[src/rtl/dso_capture_pkg.sv]
// -----------------------------------------------------------------------------
// dso_capture_pkg
//   Shared constants and types for the DSO capture controller.
//   DEPTH       : number of sample RAM entries (power of two)
//   AW          : sample RAM address width, log2(DEPTH)
//   run_mode_t  : capture mode encoding as seen on run_mode (2'b11 acts as STOP)
//   cap_state_t : capture controller state
// -----------------------------------------------------------------------------
package dso_capture_pkg;

   localparam int unsigned DEPTH = 512;
   localparam int unsigned AW    = 9;

   typedef enum logic [1:0] {
      STOP   = 2'b00,
      NORMAL = 2'b01,
      SINGLE = 2'b10
   } run_mode_t;

   typedef enum logic [1:0] {
      IDLE   = 2'b00,
      SAMPLE = 2'b01,
      DONE   = 2'b10
   } cap_state_t;

endpackage

[src/rtl/capture_ptr.sv]
// -----------------------------------------------------------------------------
// capture_ptr
//   Circular sample RAM write pointer plus a fill counter that saturates at
//   DEPTH.
//   clk, rst_n : clock, asynchronous active-low reset
//   clr        : return pointer and fill counter to 0 (wins over inc)
//   inc        : one sample written this cycle
//   ptr        : current write address, wraps DEPTH-1 -> 0
//   fill       : samples stored so far, saturating at DEPTH
//   fill_next  : value fill takes at the next edge
// -----------------------------------------------------------------------------
module capture_ptr #(
   parameter int unsigned DEPTH = dso_capture_pkg::DEPTH,
   parameter int unsigned AW    = dso_capture_pkg::AW
) (
   input  logic          clk,
   input  logic          rst_n,
   input  logic          clr,
   input  logic          inc,
   output logic [AW-1:0] ptr,
   output logic [AW:0]   fill,
   output logic [AW:0]   fill_next
);

   localparam logic [AW:0] FULL = (AW+1)'(DEPTH);

   always_comb begin
      fill_next = fill;
      if (clr) begin
         fill_next = '0;
      end else if (inc && (fill != FULL)) begin
         fill_next = fill + 1'b1;
      end
   end

   always_ff @(posedge clk or negedge rst_n) begin
      if (!rst_n) begin
         ptr  <= '0;
         fill <= '0;
      end else begin
         fill <= fill_next;
         if (clr) begin
            ptr <= '0;
         end else if (inc) begin
            ptr <= ptr + 1'b1;   // DEPTH is a power of two: natural wrap
         end
      end
   end

endmodule

[src/rtl/dso_capture_ctrl.sv]
// -----------------------------------------------------------------------------
// dso_capture_ctrl
//   Capture controller for the DSO sample RAM, downstream of the trigger module.
//   clk, rst_n        : clock, asynchronous active-low reset
//   run_mode          : 00 STOP, 01 NORMAL, 10 SINGLE, 11 as STOP
//   capture_done      : status bit, set by set_capture_done, cleared by software
//   trig_pos          : number of post-trigger samples (0..DEPTH-1)
//   smpl_en           : one-cycle decimated sample strobe
//   triggered         : trigger module SR-flop output
//   we, waddr         : sample RAM write enable (combinational) and address
//   armed             : enough pre-trigger history stored
//   trig_en           : trigger detection enable
//   set_capture_done  : one-cycle end-of-capture pulse
//   trace_end         : address of the last sample of the completed capture
// -----------------------------------------------------------------------------
module dso_capture_ctrl #(
   parameter int unsigned DEPTH = dso_capture_pkg::DEPTH,
   parameter int unsigned AW    = dso_capture_pkg::AW
) (
   input  logic          clk,
   input  logic          rst_n,
   input  logic [1:0]    run_mode,
   input  logic          capture_done,
   input  logic [AW-1:0] trig_pos,
   input  logic          smpl_en,
   input  logic          triggered,
   output logic          we,
   output logic [AW-1:0] waddr,
   output logic          armed,
   output logic          trig_en,
   output logic          set_capture_done,
   output logic [AW-1:0] trace_end
);

   import dso_capture_pkg::*;

   localparam logic [AW:0] DEPTH_W = (AW+1)'(DEPTH);

   cap_state_t    state, state_next;
   logic [AW:0]   fill, fill_next;
   logic [AW:0]   post_cnt, post_sum, arm_thresh;
   logic          run_active, trig_seen, complete, ptr_clr;
   logic          armed_d, trig_en_d, scd_d;
   logic [AW-1:0] trace_end_d;

   assign run_active = (run_mode == NORMAL) || (run_mode == SINGLE);
   // A trigger seen before armed is ignored entirely.
   assign trig_seen  = triggered & armed;
   assign post_sum   = post_cnt + {{AW{1'b0}}, smpl_en};
   assign arm_thresh = DEPTH_W - {1'b0, trig_pos};
   assign complete   = (state == SAMPLE) && run_active && trig_seen &&
                       ((trig_pos == '0) || (post_sum == {1'b0, trig_pos}));
   assign ptr_clr    = (state_next == IDLE);

   capture_ptr #(
      .DEPTH (DEPTH),
      .AW    (AW)
   ) u_ptr (
      .clk       (clk),
      .rst_n     (rst_n),
      .clr       (ptr_clr),
      .inc       (we),
      .ptr       (waddr),
      .fill      (fill),
      .fill_next (fill_next)
   );

   // State register
   always_ff @(posedge clk or negedge rst_n) begin
      if (!rst_n) begin
         state <= IDLE;
      end else begin
         state <= state_next;
      end
   end

   // Next-state logic
   always_comb begin
      state_next = state;
      unique case (state)
         IDLE: begin
            if (run_active && !capture_done) state_next = SAMPLE;
         end
         SAMPLE: begin
            if (!run_active)   state_next = IDLE;
            else if (complete) state_next = DONE;
         end
         DONE: begin
            // capture_done only updates after the pulse, so ignore it while
            // the pulse is still high to avoid leaving DONE too early.
            if (!run_active) begin
               state_next = IDLE;
            end else if ((run_mode == NORMAL) && !capture_done && !set_capture_done) begin
               state_next = IDLE;
            end
         end
         default: state_next = IDLE;
      endcase
   end

   // Output logic: we is combinational, the rest are next values of registers
   always_comb begin
      // trig_pos==0 completes without a post-trigger write
      we          = smpl_en && (state == SAMPLE) && !(complete && (trig_pos == '0));
      trig_en_d   = (state_next == SAMPLE);
      armed_d     = (state_next == SAMPLE) && (fill_next >= arm_thresh);
      scd_d       = complete;
      trace_end_d = trace_end;
      if (complete) begin
         trace_end_d = we ? waddr : waddr - 1'b1;
      end
   end

   always_ff @(posedge clk or negedge rst_n) begin
      if (!rst_n) begin
         armed            <= 1'b0;
         trig_en          <= 1'b0;
         set_capture_done <= 1'b0;
         trace_end        <= '0;
         post_cnt         <= '0;
      end else begin
         armed            <= armed_d;
         trig_en          <= trig_en_d;
         set_capture_done <= scd_d;
         trace_end        <= trace_end_d;
         if (ptr_clr) begin
            post_cnt <= '0;
         end else if (we && trig_seen) begin
            post_cnt <= post_cnt + 1'b1;
         end
      end
   end

endmodule

[config.mk]
export PLATFORM = sky130hd
export DESIGN_NAME = dso_capture_ctrl
export DESIGN_NICKNAME = d
export VERILOG_FILES = /design/src/rtl/dso_capture_pkg.sv /design/src/rtl/capture_ptr.sv /design/src/rtl/dso_capture_ctrl.sv
export SDC_FILE = /design/constraint.sdc
export NUM_CORES = 1
export LEC_CHECK = 0
export ABC_CLOCK_PERIOD_IN_PS = 2950
export BUFFER_PORTS_ARGS = -buffer_cell sky130_fd_sc_hd__clkbuf_2
export CORE_MARGIN = 5
export CORE_UTILIZATION = 30
export CTS_CLUSTER_SIZE = 8
export DETAILED_ROUTE_END_ITERATION = 6
export GPL_ROUTABILITY_DRIVEN = 0
export PLACE_DENSITY = 0.6
export SLEW_MARGIN = 20
export SYNTH_ARGS = -nofsm -noshare
export SYNTH_HDL_FRONTEND = slang
export SYNTH_SLANG_ARGS = --single-unit
[constraint.sdc]
create_clock -name clk -period 2.95 [get_ports clk]
set_input_delay 0.59 -clock clk [delete_from_list [all_inputs] [get_ports clk]]
set_output_delay 0.59 -clock clk [all_outputs]
set_load 0.02 [all_outputs]
# After elaboration in Yosys (flattened, before gate mapping)

Index checks and enable logic that the tools add are counted.

Register bits after elaboration: 43
Input bits: 16
Output and inout port bits: 22
Word-level logic and storage cells: 58

Add/subtract/negate cells: 6
Magnitude comparators: 1
Equality and inequality tests: 7
Muxes and demuxes: 13
Bitwise operators: 1
Reductions and logical operators: 22

Operator list:

| operator              | count |
|---|---|
| $mux 10               | 4 |
| $mux 9                | 3 |
| $add 10x1->10 const B | 2 |
| $logic_and 1x1->1     | 12 |
| $add 10x1->10         | 1 |
| $eq 10x9->1           | 1 |
| $ge 10x10->1          | 1 |
| $mux 2                | 5 |
| $ne 10x10->1 const B  | 1 |
| $sub 10x9->10 const A | 1 |
| $add 9x1->9 const B   | 1 |
| $logic_not 9->1       | 1 |
| $sub 9x1->9 const B   | 1 |
| $eq 2x1->1 const B    | 3 |
| $pmux 2 s3            | 1 |
| $eq 2x2->1 const B    | 2 |
| $logic_not 2->1       | 2 |
| $reduce_bool 2->1     | 2 |
| $logic_not 1->1       | 3 |
| $logic_or 1x1->1      | 2 |
| $and 1x1->1           | 1 |

# Longest topological paths before layout

Depth in word-level cells: 13
Gate-level depth with buffers: 17
Gate-level depth less buffers: 16

# Hierarchy

From an unflattened synthesis, not the netlist that was laid out.

Cells, all modules: 306
Area total of the unflattened synthesis: 2,937.8 sq um

By module, submodules not included:

| module           | times used | cells an instance | area an instance (sq um) | sequential area each (sq um) |
|---|---|---|---|---|
| dso_capture_ctrl | 1          | 201               | 1,901.8                  | 600.6 |
| capture_ptr      | 1          | 105               | 1,036.0                  | 475.5 |

# Worst setup path after synthesis

OpenSTA, ideal clock, no wires.

Path kind: input port to flip-flop
Start point: input trig_pos[0]
End point: register armed
Setup time: 0.128 ns
Arrival: 3.326 ns
Required time: 2.822 ns
Setup slack: -0.504 ns
Stages: 16
Path buffers: 2
Cells stage by stage: inv_1 -> ha_1 -> and2_1 -> ha_1 -> a211oi_1 -> buf_2 -> buf_2 -> nand4_1 -> xor2_1 -> nor2_1 -> ha_1 -> a21o_1 -> a211oi_1 -> o21ai_0 -> a221oi_1 -> nor4_1

Cells in the longest elaborated chain, start to end: 11
Elaborated cells between the ends (all ways): 18
Classes of those cells: add/sub (1); order compare (1); eq/ne (2); mux (5); reduce/logical (9)

RTL lines:

| item                                                  | line                                            | source |
|---|---|---|
| start: declaration                                    | dso_capture_ctrl.sv:24                          | `input logic [AW-1:0] trig_pos,` |
| $eq 10x9->1 / $logic_not 9->1 (equally long branches) | dso_capture_ctrl.sv:52, dso_capture_ctrl.sv:104 |  |
| $logic_or 1x1->1                                      | dso_capture_ctrl.sv:52                          | `((trig_pos == '0) \|\| (post_sum == {1'b0, trig_pos}));` |
| $logic_and 1x1->1                                     | dso_capture_ctrl.sv:51                          | `assign complete = (state == SAMPLE) && run_active && trig_seen &&` |
| $logic_and 1x1->1 *                                   | dso_capture_ctrl.sv:104                         | `we = smpl_en && (state == SAMPLE) && !(complete && (trig_pos == '0));` |
| $logic_not 1->1 *                                     | dso_capture_ctrl.sv:104                         |  |
| $logic_and 1x1->1 *                                   | dso_capture_ctrl.sv:104                         |  |
| named net we                                          | dso_capture_ctrl.sv:27                          | `output logic we,` |
| $logic_and 1x1->1 *                                   | capture_ptr.sv:31                               | `end else if (inc && (fill != FULL)) begin` |
| $mux 10 *                                             | capture_ptr.sv:31                               |  |
| $mux 10 *                                             | capture_ptr.sv:29                               | `if (clr) begin` |
| named net fill_next[4]                                | dso_capture_ctrl.sv:40                          | `logic [AW:0] fill, fill_next;` |
| $ge 10x10->1 *                                        | dso_capture_ctrl.sv:106                         | `armed_d = (state_next == SAMPLE) && (fill_next >= arm_thresh);` |
| $logic_and 1x1->1 *                                   | dso_capture_ctrl.sv:106                         |  |
| named net armed_d                                     | dso_capture_ctrl.sv:43                          | `logic armed_d, trig_en_d, scd_d;` |
| end signal: assignment                                | dso_capture_ctrl.sv:122                         | `armed <= armed_d;` |
| end: declaration                                      | dso_capture_ctrl.sv:29                          | `output logic armed,` |

Mark *: on every way through the listed nets, which the timed path passes. The rest lies on a longest branch.
A chain may end at the register's enable or synchronous reset.

# Final worst setup path

Start point: input trig_pos[4]
End point: register armed

Cells in the longest elaborated chain, start to end: 11
Elaborated cells between the ends (all ways): 18
Classes of those cells: add/sub (1); order compare (1); eq/ne (2); mux (5); reduce/logical (9)

RTL lines:

| item                                                  | line |
|---|---|
| branches (longest 10 deep; another with $ge 10x10->1) | -- |
| $logic_and 1x1->1 *                                   | dso_capture_ctrl.sv:106 |
| named net armed_d                                     | dso_capture_ctrl.sv:43 |

Mark *: on every way through the listed nets, which the timed path passes.

==> results.md <==
* Status: finished, violations left
* Failing checks: setup timing
* Synth top area share at 0.383
* CP max stage cell: a221oi_2
* Fillers at 900
* Worst slew pin tran at 0.575 ns
* Worst setup margin at -0.0557 ns
* Worst skew pair latency at about 0.3 ns
* Hold Buf Count CTS at 0
* Critical path's top delay family: buffers and inverters
* P_leak at 1.79 nW
* Fmax achieved at 333 MHz
* Most common cell after layout, fill and taps aside: buf_4
* Register-to-Register Path Depth at 14
* Drt wl/cell at about 14 um
* Register area at 1080 sq um
* CP cell instances: clkbuf_2, nor2_4, nand2_4, nor3_4, buf_4, buf_4, buf_4, buf_4, buf_4, buf_4, buf_4, buf_4, buf_4, buf_4, buf_4, buf_4, nand4_1, ha_1, o2111a_1, a221oi_2, nor4_2
* Worst-path clk slew at 0.09 ns
* Post-Synth Adder-Cell Area at 0.0890
* Antenna Nets Post-Route at 0
* Hold WC Path Type: in -> async
* Yosys reg bits at 43
* Final worst-path cycle share at 1.02
* Drt pass-1 iters at 4
* Min Tclk post-route at around 3.0 ns
* Post-synthesis xor/xnor area fraction at 0.134
* Fin area at approximately 3700 sq um
* Max rail drop VDD at 0.179 mV
* Boundary pin count at 38
* Number of CTS-inserted buffers at 5
* Initial Util at 0.306
* Area of the multi-input gates at 1770 sq um
* CP Max Fanout at 2
* Site Rows at 35
* Drc violations at 0
* Area Growth Syn to Fin at 33.2%
* Most used cell, CP: buf_4
* Pin count of the biggest net entering global routing at 44
* Vias per Instance at 4.99
* Share of cells above drive strength 1 at 0.345
* Synthesized area at approximately 2800 sq um
* Die width at 107 um
* Synthesized area per cell at between 9 and 10 sq um
* Synth Net Count at ~330
* Synth Area in Compound Gates at 0.0917
* Total die area at 11400 sq um
* Final Power at 1.28 mW
* # clock sinks at 43
* Ranking of synthesized cells by area: dfrtp_1 38%, ha_1 8.9%, xor2_1 7.2%
* CTS H-Tree Depth at 2
* Final number of setup-violating endpoints at 1
* Area share of and/or/nand/nor cells after synthesis at 0.218
* Post-synthesis sequential area ratio at 0.383
* Main combinational cell family by area after synthesis: simple AND/OR/NAND/NOR gates
* Iter 0 DRT Violations at 106
* Multiplexer share of the synthesized area at 0.0432
* Synth area leader: dfrtp_1
* Critical Path RT at 3.13 ns
* Number of flops mapped to enable cells by yosys at 0
* Core Area at ~9200 sq um
* CP Launch Type: input port
* Main synth FF type: dfrtp_1
* Clk root buf: clkbuf_8
* Critical Path End Type: flop
* Max Transition Viols Final at 0
* Ys Warns at 0
* CP Depth at 21
* Final count of hold timing violations at 0
* First-pass GRT wire length at 11.8 mm
* Routed WL at 7.10 mm
* R2R Path End: armed
* Pre-CTS WS at -0.543 ns
* Worst Setup Path Type: in -> reg
* Arr. time, crit path at between 3 and 4 ns
* ANT cells at 0
* Initial antenna violation count at 0
* Dpl hpwl at a little over 5 mm
* Most frequent cells in the layout: 50 x buf_4, 43 x dfrtp_1, 37 x clkbuf_2
* Total global routing overflow at 0
* Crit Reg-Reg Startpoint: u_ptr.fill[0]
* Asr flop ratio synth at 1.00
* Fin util at 0.407
* DP Area at 3340 sq um
* Worst Path Buf+Inv at 13
* Die height at between 100 and 150 um
* Final net count at approximately 420
* Critical Path Source: trig_pos[4]
* Port-buffer cells at 37
* Flop2flop setup slack at 0.18 ns
* Maxcap violations at 0
* Unique cell type count in the Yosys netlist at 41
* Total track usage at 0.127
* Largest stage delay, worst path at 0.34 ns
* RSZ-0062 raised after global routing: true
* Via count at 2466
* Final setup skew at 0.0160 ns
* Synth Instances at 297
* Power density over the cells at approximately 340 nW/um^2
* Setup crit end: armed
* CTS tree: yes
* Max-slew headroom at 0.617
* Number of global-route vias before repair at 2494
* CTS Buffer Depth at 2
-- cells in the mapped netlist, types with 2 or more instances --
cell,count
dfrtp_1,43
nor2_1,29
xor2_1,23
ha_1,20
xnor2_1,20
inv_1,18
nand3_1,16
nand2_1,13
a21oi_1,12
nand4_1,11
or3_1,11
nor3_1,10
o21ai_0,10
mux2_2,8
buf_2,5
a21o_1,4
and3_1,4
clkbuf_1,4
and2_1,3
nand2b_1,3
nor3b_1,3
nor4_1,3
a211oi_1,2
a31oi_1,2
mux2i_1,2
nor2b_1,2
o41ai_1,2
-- through the flow --
| step | TNS (ns) | hold WS, ns | std cells |
|---|---|---|---|
| 2_1_floorplan | -0.222 | 0.294 | 297 |
| 5_1_grt | -0.152 | 0.420 | 494 |
| 6_report | -0.0557 | 0.364 | 494 |
| 3_3_place_gp | -0.812 | 0.483 | 462 |
| 4_1_cts | 0 | 0.381 | 494 |
| 3_5_place_dp | -1.09 | 0.488 | 462 |
-- final cells by class --
type                       instances  share of cell area
clock buffer                       5              0.0184
clock inverter                     3              0.0117
inverter                          18              0.0181
multi-input combinational        226               0.472
sequential                        43               0.288
tap                              111              0.0371
timing repair buffer              88               0.155
-- what timing repair did --
item | CTS | global route
setup buffers | 24 | 0
pin swaps | 12 | 10
gates cloned | 0 | 0
endpoints found under the setup margin | 1 | 4
gates resized for setup | 9 | 14
-- registers in the layout, indices dropped and copies added (netlist names) --
name and count:
armed 1, post_cnt 10, set_capture_done 1, state 2, trace_end 9, trig_en 1
u_ptr.fill 10, u_ptr.ptr 9
-- report_power, final --
group	total, mW	internal, mW	switching (mW)
clock	0.466	0.252	0.214
combinational	0.216	0.0945	0.122
sequential	0.601	0.595	0.00614
-- worst min-delay path by stage --
| stage | startpoint | end | slack, ns | depth (start not counted) |
|---|---|---|---|---|
| detailed placement | trace_end[4] | trace_end[4] | 0.49 | 1 |
| floorplan | rst_n | armed | 0.29 | 0 |
| global route | rst_n | u_ptr.ptr[3] | 0.42 | 2 |
| CTS | rst_n | u_ptr.ptr[3] | 0.38 | 2 |
| finish | rst_n | u_ptr.ptr[3] | 0.36 | 2 |
| global placement | trace_end[4] | trace_end[4] | 0.48 | 1 |
-- routing by layer --
layer	global-route usage	vias up	wire length (um)
met5	0	-	0
met4	0.0256	0	56
met3	0.0253	7	327
met2	0.225	58	3580
met1	0.160	1192	3140
li1	-	1209	-
-- kinds of logic after synthesis --
| logic type | Yosys count |
|---|---|
| AOI/OAI and AO/OA | 38 |
| xor gates and xnor gates | 43 |
| adders and majority gates | 20 |
| buffers and inverters | 28 |
| DFF | 43 |
| muxes | 11 |
| and+or+nand+nor | 114 |
(Power assumes the default switching activity.)
